[src/rtl/serial_mag_comparator_ctrl.sv]
// Bit-serial magnitude comparator: scans two WIDTH-bit operands MSB first
// through a single 1-bit GT/LT slice and reports GT/EQ/LT with a done pulse.
module serial_mag_comparator_ctrl #(
    parameter int unsigned WIDTH      = 8,
    parameter bit          EARLY_EXIT = 1'b1
) (
    input  logic             clk,
    input  logic             rst_n,
    input  logic             start,
    input  logic [WIDTH-1:0] A_in,
    input  logic [WIDTH-1:0] B_in,
    output logic             busy,
    output logic             done,
    output logic             GT,
    output logic             EQ,
    output logic             LT
);

    localparam int unsigned     CNT_W = (WIDTH > 1) ? $clog2(WIDTH) : 1;
    localparam logic [CNT_W-1:0] LAST = CNT_W'(WIDTH - 1);

    typedef enum logic [1:0] {
        S_IDLE    = 2'd0,
        S_COMPARE = 2'd1,
        S_DONE    = 2'd2
    } state_t;

    state_t             state_q, state_d;
    logic [WIDTH-1:0]   a_sr_q, a_sr_d;
    logic [WIDTH-1:0]   b_sr_q, b_sr_d;
    logic [CNT_W-1:0]   cnt_q, cnt_d;
    logic               found_q, found_d;
    logic               pend_gt_q, pend_gt_d;
    logic               busy_q, busy_d;
    logic               done_q, done_d;
    logic               gt_q, gt_d;
    logic               eq_q, eq_d;
    logic               lt_q, lt_d;

    // 1-bit comparator slice on the current MSB pair
    logic bit_gt_c, bit_lt_c;
    always_comb begin
        bit_gt_c = a_sr_q[WIDTH-1] & ~b_sr_q[WIDTH-1];
        bit_lt_c = ~a_sr_q[WIDTH-1] & b_sr_q[WIDTH-1];
    end

    logic first_diff_c, res_found_c, res_gt_c;

    always_comb begin
        state_d   = state_q;
        a_sr_d    = a_sr_q;
        b_sr_d    = b_sr_q;
        cnt_d     = cnt_q;
        found_d   = found_q;
        pend_gt_d = pend_gt_q;
        busy_d    = busy_q;
        done_d    = 1'b0;
        gt_d      = gt_q;
        eq_d      = eq_q;
        lt_d      = lt_q;

        first_diff_c = (bit_gt_c | bit_lt_c) & ~found_q;
        res_found_c  = found_q | bit_gt_c | bit_lt_c;
        // once a difference is recorded, later pairs no longer matter
        res_gt_c     = found_q ? pend_gt_q : bit_gt_c;

        unique case (state_q)
            S_IDLE: begin
                busy_d = 1'b0;
                if (start) begin
                    a_sr_d    = A_in;
                    b_sr_d    = B_in;
                    cnt_d     = '0;
                    found_d   = 1'b0;
                    pend_gt_d = 1'b0;
                    busy_d    = 1'b1;
                    state_d   = S_COMPARE;
                end
            end
            S_COMPARE: begin
                if ((EARLY_EXIT && first_diff_c) || (cnt_q == LAST)) begin
                    gt_d    = res_found_c & res_gt_c;
                    lt_d    = res_found_c & ~res_gt_c;
                    eq_d    = ~res_found_c;
                    done_d  = 1'b1;
                    busy_d  = 1'b0;
                    state_d = S_DONE;
                end else begin
                    if (first_diff_c) begin
                        found_d   = 1'b1;
                        pend_gt_d = bit_gt_c;
                    end
                    a_sr_d = a_sr_q << 1;
                    b_sr_d = b_sr_q << 1;
                    cnt_d  = cnt_q + CNT_W'(1);
                end
            end
            S_DONE: begin
                busy_d  = 1'b0;
                state_d = S_IDLE;
            end
            default: begin
                busy_d  = 1'b0;
                state_d = S_IDLE;
            end
        endcase
    end

    always_ff @(posedge clk or negedge rst_n) begin
        if (!rst_n) begin
            state_q   <= S_IDLE;
            a_sr_q    <= '0;
            b_sr_q    <= '0;
            cnt_q     <= '0;
            found_q   <= 1'b0;
            pend_gt_q <= 1'b0;
            busy_q    <= 1'b0;
            done_q    <= 1'b0;
            gt_q      <= 1'b0;
            eq_q      <= 1'b0;
            lt_q      <= 1'b0;
        end else begin
            state_q   <= state_d;
            a_sr_q    <= a_sr_d;
            b_sr_q    <= b_sr_d;
            cnt_q     <= cnt_d;
            found_q   <= found_d;
            pend_gt_q <= pend_gt_d;
            busy_q    <= busy_d;
            done_q    <= done_d;
            gt_q      <= gt_d;
            eq_q      <= eq_d;
            lt_q      <= lt_d;
        end
    end

    assign busy = busy_q;
    assign done = done_q;
    assign GT   = gt_q;
    assign EQ   = eq_q;
    assign LT   = lt_q;

endmodule

[config.mk]
export PLATFORM = sky130hd
export DESIGN_NAME = serial_mag_comparator_ctrl
export DESIGN_NICKNAME = d
export VERILOG_FILES = /design/src/rtl/serial_mag_comparator_ctrl.sv
export SDC_FILE = /design/constraint.sdc
export NUM_CORES = 1
export LEC_CHECK = 0
export ABC_AREA = 0
export CAP_MARGIN = 10
export CORE_ASPECT_RATIO = 1.1
export CORE_MARGIN = 2
export CORE_UTILIZATION = 55
export DETAILED_ROUTE_END_ITERATION = 8
export GPL_TIMING_DRIVEN = 0
export PLACE_DENSITY = 0.94
export REMOVE_ABC_BUFFERS = 1
export SYNTH_ARGS = -nofsm -noshare
export SYNTH_HDL_FRONTEND = slang
export SYNTH_SLANG_ARGS = --single-unit
[constraint.sdc]
create_clock -name clk -period 5.3 [get_ports clk]
set_input_delay 0.795 -clock clk [delete_from_list [all_inputs] [get_ports clk]]
set_output_delay 0.795 -clock clk [all_outputs]
set_load 0.02 [all_outputs]
==> flow_summary.ini <==
[detailed_routing]
routed_wl_um = 2530
drt-pass1-iter-count = 4
topRoutingLayerUsed = met4
drc = 0
wl_met1_um = 1170
avgRoutedWirePerCell_um = 15.1
wl_met2_um = 1220
vias = 979
drt.antenna.violating_nets = 0
dr_wl_met3_um = 89
drtIter0Drc = 12
vias_per_cell = 5.83

[global_route]
grt_max_degree = 29
grt_first_pass_wirelength_um = 4240
grt_pass1_vias = 942
antenna_found_initial = 0
grt_remaining_overflow = 0
grtUsageTotal = 0.197

[setup_path]
crit_path_start_kind = flop
rr_endpoint = EQ
cp.arrival_ns = 2.51
crit_fanout = 23
crit_path_max_incr_delay_ns = 0.73
r2r-start = a_sr_q[7]
slowest_stage = o21bai_2
required_ns = 5.53
worstSetupPathType = flop to flop
end_kind = flop
r2r_cells = 5
path_cells = inv_1, ha_1, o21bai_2, and2b_1, mux2_2
r2r_slack_ns = 3.02

[layout]
fin_area_sq_um = 1560
fill_cells = 177
drive_gt1_frac = 0.0942
final_core_util = 0.693
final_common_cell = dfrtp_1
antennaDiodeCount = 0
area_growth_syn_to_layout_pct = 18.2
final-instance-count-excl-fill = 168
final_cell_mix = dfrtp_1, clkdlybuf4s50_1, a21oi_1, nor2_1, o32ai_1
nNetsFinal = 162

[power_and_ir_drop]
max-vdd-ir-drop_uv = 310
total_power_mw = 0.875
power_leakage_nw = 0.649
powerDensity_nw_per_um2 = 561

[synth]
ys_ff_latch = 28
syn_area_sq_um = 1320
yosys.cell_types.count = 32
syn_inst = 120
ys_warn_count = 0
syn_avg_cell_area_sq_um = 11.0
ys_seq_area_frac = 0.531

[clocking]
cts_buffers = 3
cts_tree = yes
cts.root.buffer_cell = clkbuf_4
clockBufferDepth = 2
cts_setup_buffers = 0
hold_buffers = 0
clkTransAtPathRegs_ns = 0.16
ctsResizeCount = 0
clock_insertion_delay_worst_skew_ns = 0.34
cts_num_sinks = 28
cts_max_level = 1

[place]
dpl_cell_area_sq_um = 1530
dp_hpwl_um = 1650
dp_slack_ns = 2.97
port_buffers = 23
place.gp.congestion = 0.739
dp_cells = 164

[floorplanning]
pin_count = 24
fp-row-count = 18
die-area_sq_um = 2810
core_sq_um = 2250
fp.dieW_um = 50.7
die_y_um = 55.4
initial_core_util = 0.586

[timing]
final_hold_viol_count = 0
tightest_slew_ns = 0.901
slew_viol_final = 0
slew_headroom = 0.399
fin_skew_ns = 0.0133
max_freq_mhz = 439
fin_tns_setup_ns = 0
layout_setup_ws_ns = 3.02
final-setup-viol-count = 0
timing.hold.ws_ns = 0.445
fin_crit_sh = 0.429
rsz0062_at_grt = false
period_needed_ns = 2.28

[flow_run]
max_cap_violations = 0

[min_path]
min_path_type = primary input to asynchronous set/reset pin

[run_status]
status = complete, no violations
[critical path: cells and delay by family (launching register included)]
family                     cells  cell delay [ns]
AOI/OAI and AO/OA              1             0.73
buffers and inverters          1             0.07
muxes                          1             0.36
and+or+nand+nor                1             0.33
adders and majority gates      1             0.30
DFF                            1             0.39
[cell usage after synthesis (all sizes together)]
cell	number	share of area
clkbuf	1	0.0028
inv	8	0.023
and2b	1	0.0057
a21oi	12	0.045
nor2	12	0.034
a31oi	2	0.0095
o22ai	2	0.0095
o32ai	12	0.080
nand2b	1	0.0047
and2	2	0.0095
dfrtp	28	0.53
mux2	3	0.026
o21ai	5	0.022
nor3b	1	0.0095
o311ai	1	0.0066
mux2i	1	0.0076
or2	1	0.0047
buf	8	0.042
nor2b	3	0.014
or3b	1	0.0085
nand3	1	0.0038
o21bai	1	0.0085
or3	2	0.0095
a2bb2oi	2	0.013
nor3	1	0.0038
ha	4	0.038
o211ai	2	0.011
o221a	2	0.017
[cell type report]
| class | instances | area [sq um] | area share |
|---|---|---|---|
| multi-input combinational | 75 | 531 | 0.340 |
| timing repair buffer | 23 | 225 | 0.144 |
| inverter | 8 | 30.0 | 0.0192 |
| tap | 30 | 37.5 | 0.0241 |
| sequential | 28 | 701 | 0.449 |
| clock buffer | 4 | 36.3 | 0.0233 |
[where the power goes]
group          total, mW  switching, mW  internal [mW]
logic              0.407          0.235          0.173
registers          0.362         0.0577          0.304
clock network      0.106         0.0642         0.0421
[kinds of logic after synthesis]
| logic type | share of synthesized area |
|---|---|
| AO/OA/AOI/OAI | 0.223 |
| adder cells (fa/ha/maj) | 0.0379 |
| buffers and inverters | 0.0673 |
| flip-flops | 0.531 |
| multiplexers | 0.0332 |
| AND/OR/NAND/NOR | 0.108 |
[state kept, by name, summed over array words and instances, names as in the netlist]
register,cells
state_q,2
found_q,1
cnt_q,3
done,1
busy,1
a_sr_q,8
pend_gt_q,1
GT,1
EQ,1
LT,1
b_sr_q,8
[worst max-delay path by stage]
| stage | start | depth (start not counted) | slack (ns) | endpoint |
|---|---|---|---|---|
| 5_1_grt | a_sr_q[7] | 5 | 2.86 | busy |
| 3_5_place_dp | start | 3 | 2.97 | b_sr_q[1] |
| 2_1_floorplan | a_sr_q[7] | 5 | 3.38 | EQ |
| 3_3_place_gp | start | 3 | 3.01 | b_sr_q[1] |
| 4_1_cts | a_sr_q[7] | 5 | 3.04 | EQ |
| 6_report | a_sr_q[7] | 5 | 3.02 | EQ |
[per-layer routing]
layer | global-route usage | vias to the layer above
met5 | 0 | -
met4 | 0.0695 | 0
met1 | 0.260 | 477
li1 | - | 475
met2 | 0.333 | 22
met3 | 0.0243 | 5
No activity file was read; power rests on OpenSTA's default activity.
